## config.mk

```make
export PLATFORM = sky130hd
export DESIGN_NAME = apb_mem_ctrl
export DESIGN_NICKNAME = d
export VERILOG_FILES = /design/src/rtl/apb_mem_ctrl.sv
export SDC_FILE = /design/constraint.sdc
export NUM_CORES = 1
export LEC_CHECK = 0
export BUFFER_PORTS_ARGS = -buffer_cell sky130_fd_sc_hd__buf_4
export CAP_MARGIN = 20
export CORE_MARGIN = 2
export CORE_UTILIZATION = 36
export CTS_BUF_LIST = sky130_fd_sc_hd__clkbuf_16
export CTS_CLUSTER_SIZE = 8
export DETAILED_ROUTE_END_ITERATION = 12
export HOLD_SLACK_MARGIN = 0.12
export SETUP_SLACK_MARGIN = 0.2
export SYNTH_ARGS = -nofsm -noshare
export SYNTH_HDL_FRONTEND = slang
export SYNTH_SLANG_ARGS = --single-unit
```

## constraint.sdc

```tcl
create_clock -name i_clk -period 3.7 [get_ports i_clk]
set_clock_uncertainty 0.05 [all_clocks]
set_input_delay 0.185 -clock i_clk [delete_from_list [all_inputs] [get_ports i_clk]]
set_output_delay 0.185 -clock i_clk [all_outputs]
set_load 0.05 [all_outputs]
```

## src/rtl/apb_mem_ctrl.sv

```systemverilog
`default_nettype none

`ifndef DATA_WIDTH
`define DATA_WIDTH 8
`endif
`ifndef ADDR_WIDTH
`define ADDR_WIDTH 8
`endif

// ============================================================================
// Module   : apb_mem_ctrl
// Purpose  : APB slave bridging single-word transfers onto a synchronous
//            memory port, with optional wait states, out-of-range error
//            response and a deferred memory-dump strobe issued only when idle.
// Revision : 1.0 - initial release
// ============================================================================
module apb_mem_ctrl #(
    parameter int DATA_WIDTH  = `DATA_WIDTH,
    parameter int ADDR_WIDTH  = `ADDR_WIDTH,
    parameter int MEM_DEPTH   = 2**ADDR_WIDTH,
    parameter int WAIT_STATES = 0
) (
    input  logic                  i_clk,
    input  logic                  i_rst,
    input  logic                  i_psel,
    input  logic                  i_penable,
    input  logic                  i_pwrite,
    input  logic [ADDR_WIDTH-1:0] i_paddr,
    input  logic [DATA_WIDTH-1:0] i_pwdata,
    output logic [DATA_WIDTH-1:0] o_prdata,
    output logic                  o_pready,
    output logic                  o_pslverr,
    output logic                  o_mem_en,
    output logic                  o_mem_wr,
    output logic [ADDR_WIDTH-1:0] o_mem_addr,
    output logic [DATA_WIDTH-1:0] o_mem_data_w,
    input  logic [DATA_WIDTH-1:0] i_mem_data_r,
    input  logic                  i_dump_req,
    output logic                  o_mem_dump
);

    typedef enum logic [2:0] {
        S_IDLE = 3'd0,
        S_MEM  = 3'd1,
        S_CAPT = 3'd2,
        S_WAIT = 3'd3,
        S_DONE = 3'd4,
        S_ERR  = 3'd5
    } state_t;

    // One extra bit so MEM_DEPTH == 2**ADDR_WIDTH is representable.
    localparam logic [ADDR_WIDTH:0] c_depth     = (ADDR_WIDTH+1)'(MEM_DEPTH);
    localparam logic [3:0]          c_wait_load = 4'(WAIT_STATES);

    state_t                  r_state;
    state_t                  w_next;
    logic [ADDR_WIDTH-1:0]   r_addr;
    logic [DATA_WIDTH-1:0]   r_wdata;
    logic                    r_write;
    logic [DATA_WIDTH-1:0]   r_rdata;
    logic [3:0]              r_wait_cnt;
    logic                    r_dump_pend;
    logic                    w_setup;
    logic                    w_oob;
    logic                    w_dump_fire;

    assign w_setup      = i_psel && !i_penable;
    assign w_oob        = ({1'b0, i_paddr} >= c_depth);
    // Dump strobes only while no transfer is in flight.
    assign w_dump_fire  = (r_state == S_IDLE) && r_dump_pend;
    assign o_mem_dump   = w_dump_fire;
    assign o_mem_addr   = r_addr;
    assign o_mem_data_w = r_wdata;

    // State register plus latching of the setup phase and captured read data.
    always_ff @(posedge i_clk) begin
        if (i_rst) begin
            r_state <= S_IDLE;
            r_addr  <= '0;
            r_wdata <= '0;
            r_write <= 1'b0;
            r_rdata <= '0;
        end else begin
            r_state <= w_next;
            if (r_state == S_IDLE && w_setup) begin
                r_addr  <= i_paddr;
                r_wdata <= i_pwdata;
                r_write <= i_pwrite;
            end
            if (r_state == S_CAPT && !r_write) begin
                r_rdata <= i_mem_data_r;
            end
        end
    end

    // Wait-state counter: loaded on the way into WAIT, counts down inside it.
    always_ff @(posedge i_clk) begin
        if (i_rst) begin
            r_wait_cnt <= 4'd0;
        end else if (r_state == S_CAPT) begin
            r_wait_cnt <= c_wait_load;
        end else if (r_state == S_WAIT) begin
            r_wait_cnt <= r_wait_cnt - 4'd1;
        end
    end

    // Pending dump flag; a request arriving while the strobe fires re-arms it.
    always_ff @(posedge i_clk) begin
        if (i_rst) begin
            r_dump_pend <= 1'b0;
        end else if (w_dump_fire) begin
            r_dump_pend <= i_dump_req;
        end else if (i_dump_req) begin
            r_dump_pend <= 1'b1;
        end
    end

    // Next-state and Moore outputs; deselect during the access aborts quietly.
    always_comb begin
        w_next    = r_state;
        o_mem_en  = 1'b0;
        o_mem_wr  = 1'b0;
        o_pready  = 1'b0;
        o_pslverr = 1'b0;
        o_prdata  = '0;
        case (r_state)
            S_IDLE: begin
                if (w_setup) begin
                    w_next = w_oob ? S_ERR : S_MEM;
                end
            end
            S_MEM: begin
                o_mem_en = 1'b1;
                o_mem_wr = r_write;
                w_next   = i_psel ? S_CAPT : S_IDLE;
            end
            S_CAPT: begin
                if (!i_psel) begin
                    w_next = S_IDLE;
                end else if (WAIT_STATES > 0) begin
                    w_next = S_WAIT;
                end else begin
                    w_next = S_DONE;
                end
            end
            S_WAIT: begin
                if (!i_psel) begin
                    w_next = S_IDLE;
                end else if (r_wait_cnt <= 4'd1) begin
                    w_next = S_DONE;
                end
            end
            S_DONE: begin
                o_pready = 1'b1;
                o_prdata = r_write ? '0 : r_rdata;
                w_next   = S_IDLE;
            end
            S_ERR: begin
                o_pready  = 1'b1;
                o_pslverr = 1'b1;
                w_next    = S_IDLE;
            end
            default: begin
                w_next = S_IDLE;
            end
        endcase
    end

endmodule

`default_nettype wire
```

# After elaboration in Yosys (flattened, before gate mapping)
# Cells that the tools add are included.
# W data, S select, Z words.
dict set report word_totals {
  register_bits 33
  in_bits 30
  out_inout_bits 29
  word_cells 41
}
dict set report op_classes {
  addsub 1
  magnitude_cmp 1
  n_eq_ne 7
  n_mux 14
  reduce_logical 11
}
# operator count
set op_table {}
lappend op_table {{$mux W8} 2}
lappend op_table {{$mux W3} 4}
lappend op_table {{$pmux W3 S4} 1}
lappend op_table {{$eq A3 B2 Y1 const B} 2}
lappend op_table {{$eq A3 B3 Y1 const B} 2}
lappend op_table {{$mux W1} 6}
lappend op_table {{$le A4 B1 Y1 const B} 1}
lappend op_table {{$logic_and A1 B1 Y1} 4}
lappend op_table {{$reduce_or A2 Y1} 2}
lappend op_table {{$sub A4 B1 Y4 const B} 1}
lappend op_table {{$eq A3 B1 Y1 const B} 1}
lappend op_table {{$logic_not A3 Y1} 1}
lappend op_table {{$ne A3 B2 Y1 const B} 1}
lappend op_table {{$logic_not A1 Y1} 2}
lappend op_table {{$mux W2} 1}
lappend op_table {{$ne A2 B2 Y1 const B} 1}
lappend op_table {{$reduce_and A2 Y1} 1}
lappend op_table {{$reduce_bool A2 Y1} 1}

# Logic depth before layout (Yosys ltp)
dict set report depth {
  depth_word 4
  depth_mapped 6
  depth_no_buf 5
}

# Least setup slack after synthesis
# OpenSTA, ideal clock, no wires.
dict set report synth_path {
  path_kind {reg-to-output}
  from {register r_state[0]}
  to {output o_mem_wr}
  t_arrival_ns 2.249
  required_time_ns 3.465
  setup_slack_ns 1.216
  path_stages_with_launch 5
  path_buffers 1
  path_cell_list {dfxtp_1 clkbuf_8 inv_1 nor3_1 and2_1}
}
dict set report synth_via {
  elab_chain_len 2
}
# element line
set synth_rtl {}
lappend synth_rtl {{start: declaration} 55} ;# state_t r_state;
lappend synth_rtl {{start signal: assignment} 84} ;# r_state <= w_next;
lappend synth_rtl {{$eq A3 B1 Y1} 126} ;# case (r_state)
lappend synth_rtl {{$mux W1} 126}
lappend synth_rtl {{end: declaration} 34} ;# output logic o_mem_wr,
# No other way between the ends.

# Worst setup path after layout
dict set report layout_path {
  from {register r_state[2]}
  to {output o_prdata[2]}
}
dict set report layout_via {
  elab_chain_len 2
}
# element line
set layout_rtl {}
lappend layout_rtl {{$eq A3 B3 Y1} 126}
lappend layout_rtl {{$mux W8} 126}
lappend layout_rtl {{end: declaration} 30} ;# output logic [DATA_WIDTH-1:0] o_prdata,
# No other way between the ends.

==> out/qor.yml <==
setup_path:
  timing.rr.start: "r_state[1]$_SDFFE_PP0P_"
  worstPathArrival_ns: 2.22
  critical-path-top-delay-family: "simple AND/OR/NAND/NOR gates"
  critPathBufInv: 1
  rr_endpoint: "r_wait_cnt[3]$_SDFFE_PP0N_"
  crit_type: "reg -> out"
  slowest_stage: "nor4b_1"
  required_ns: 3.46
  cp_slowest_stage_delay_ns: 0.92
  cp.depth: 3
  crit_fanout: 12
  endpoint_kind: "primary output"
  rrSetupSlack_ns: 2.06
  r2r.worst_path.cells: 3
  startpoint_type: "register"
  path_cells: "nor4b_1 -> and2_2 -> buf_4"
clock_network:
  clockBufferDepth: 2
  clkSlewWorstSetupHoldPaths_ns: 0.05
  clock_sinks: 33
  h-tree-depth: 2
  cts_buffers: 5
  cts_tree: "built"
  cts.repair.resized: 0
  clockRootBuffer: "clkbuf_16"
  clock_latency_ns: 0.27
finish:
  layout-drive-gt1-share: 0.311
  layout.nets: 282
  area_growth_pct: 55.1
  final_common_cell: "buf_4"
  fin_area_sq_um: 2300
  layout_common_cells: "buf_4 (59), nand2_1 (54), dfxtp_1 (33), dlygate4sd3_1 (23), mux2i_1 (17)"
  antennaDiodeCount: 0
pwr:
  power_leakage_nw: 1.01
  fin_total_pwr_w: 0.000899
  pwr-share-comb: 0.151
  p_sw_w: 0.000224
  swShare: 0.249
  pwr-share-seq: 0.420
  ir_drop_uv: 244
  p_per_area_nw_per_um2: 391
  power_frac_clock: 0.429
  p_int_w: 0.000675
min_path:
  hold_path_depth: 3
  worstHoldStart: "i_pwdata[6]"
  hold_end: "o_mem_data_w[6]$_SDFFE_PP0P_"
  hold_path.class: "in -> reg"
detailed_routing:
  postRouteAntennaNets: 0
  vias: 1369
  drtIter0Drc: 59
  wirelength_um: 3590
  drt-wirelength-per-cell_um: 11.9
  dr.pass1.iters: 4
  drcViolationCount: 0
  viasPerCell: 4.55
floorplan:
  die_h_um: 68.2
  die_w_um: 68.2
  dieArea_sq_um: 4650
  io_pins: 59
  core_area_sq_um: 3970
  initial_core_util: 0.373
  rows: 23
global_route:
  overflow: 0
  grtUsageMet3: 0.0641
  track_usage: 0.166
  busiest_layer: "met2"
  grt_max_degree: 35
  grt_pass1_vias: 1264
  antenna_found_initial: 0
  met2_usage: 0.263
  grt_pass1_wl_um: 5600
  use_met1: 0.202
sta:
  rsz0062_at_grt: "no"
  slew_headroom: 0.263
  maxSlewViolCount: 0
  finalHoldViolCount: 0
  fin_setup_tns_ns: 0
  whs_ns: 0.126
  period_needed_ns: 2.46
  fmax_ghz: 0.407
  worst_pin_slew_ns: 1.09
  setup_viol: 0
  fin_ws_ns: 1.24
  post-route-period-util: 0.664
place:
  dpl_cell_area_sq_um: 1930
  port_buffers: 58
  place_ws_ns: 1.67
  post-dp-hpwl_um: 2210
  gp_congestion: 0.813
synthesis:
  synth_area_sq_um: 1480
  syn-num-nets: 203
  synthCells: 171
  async_reset_ff_frac: 0
  yosys_warnings: 0
  syn-mean-instance-area_sq_um: 8.67
  synth_seq_area_share: 0.446
  synth.ff_latch_count: 33
  synth-main-ff-cell: "dfxtp_1"
  synth_edf_count: 0
  synth_cell_type_count: 34
job:
  cap_violations: 0
run_status:
  outcome: "complete, no violations"
[what timing repair did]
| action | in CTS | in global routing |
|---|---|---|
| setup buffers | 0 | 0 |
| hold buffers | 23 | 0 |
| endpoints found under the hold margin | 23 | 0 |
[registers in the layout, summed over array words and instances (netlist names)]
signal and count:
r_write 1, r_dump_pend 1, r_wait_cnt 4, o_mem_addr 8
o_mem_data_w 8, r_rdata 8, r_state 3
[layout make-up]
type / instances / area (sq um)
clock inverter: 3 / 13.8
multi-input combinational: 123 / 746
clock buffer: 5 / 125
inverter: 5 / 18.8
tap: 50 / 62.6
timing repair buffer: 82 / 673
fill: 364 / 1670
sequential: 33 / 661
[cell families after synthesis]
| family | share of synthesized area |
|---|---|
| mux | 0.115 |
| simple gates | 0.290 |
| fa+ha+maj | 0.0169 |
| compound gates | 0.0768 |
| buf+inv | 0.0557 |
| flops | 0.446 |
[power groups by stage]
stage	registers [W]	clock network (W)	logic, W
after floorplan	0.000413	0	0.0000418
after global placement	0.000384	0	0.000116
after detailed placement	0.000384	0	0.000116
after CTS	0.000377	0.000399	0.000135
after global routing	0.000378	0.000419	0.000144
final	0.000377	0.000386	0.000136
[stage by stage]
| step | cells | util |
|---|---|---|
| detailed placement | 270 | 0.486 |
| global placement | 270 | 0.486 |
| CTS | 301 | 0.579 |
| global route | 301 | 0.579 |
| finish | 301 | 0.579 |
| floorplan | 171 | - |
[synthesized netlist by cell type, types with 2 or more instances]
library cell   n  area share
nor2b_1        2      0.0084
clkbuf_1       5       0.013
mux2i_1       17        0.11
inv_1          4       0.010
and2_2         8       0.041
nor2_1         4       0.010
a21oi_1       13       0.044
dfxtp_1       33        0.45
buf_4          2       0.010
ha_1           2       0.017
nor3b_1        2       0.010
nand2b_1       2      0.0084
nand2_1       54        0.14
nor3_1         3       0.010
[routing by layer]
layer  routed length (um)  vias up  share of wire
met5                    0        -              0
met3                  231        8          0.064
met4                   63        0          0.018
met2                 1660       43           0.46
li1                     -      726              -
met1                 1630      592           0.45
[worst max-delay path by stage]
| stage | from | end |
|---|---|---|
| floorplan | r_state[0]$_SDFFE_PP0P_ | o_mem_wr |
| global placement | r_state[2]$_SDFFE_PP0P_ | o_prdata[6] |
| detailed placement | r_state[2]$_SDFFE_PP0P_ | o_prdata[4] |
| CTS | r_state[2]$_SDFFE_PP0P_ | o_prdata[4] |
| global route | r_state[2]$_SDFFE_PP0P_ | o_prdata[2] |
| finish | r_state[2]$_SDFFE_PP0P_ | o_prdata[2] |
[tightest hold or removal path, cell delays in order]
cell,delay (ns)
buf_4,0.11
nand2_1,0.05
mux2i_1,0.06
Power figures use the tool's default switching activity.
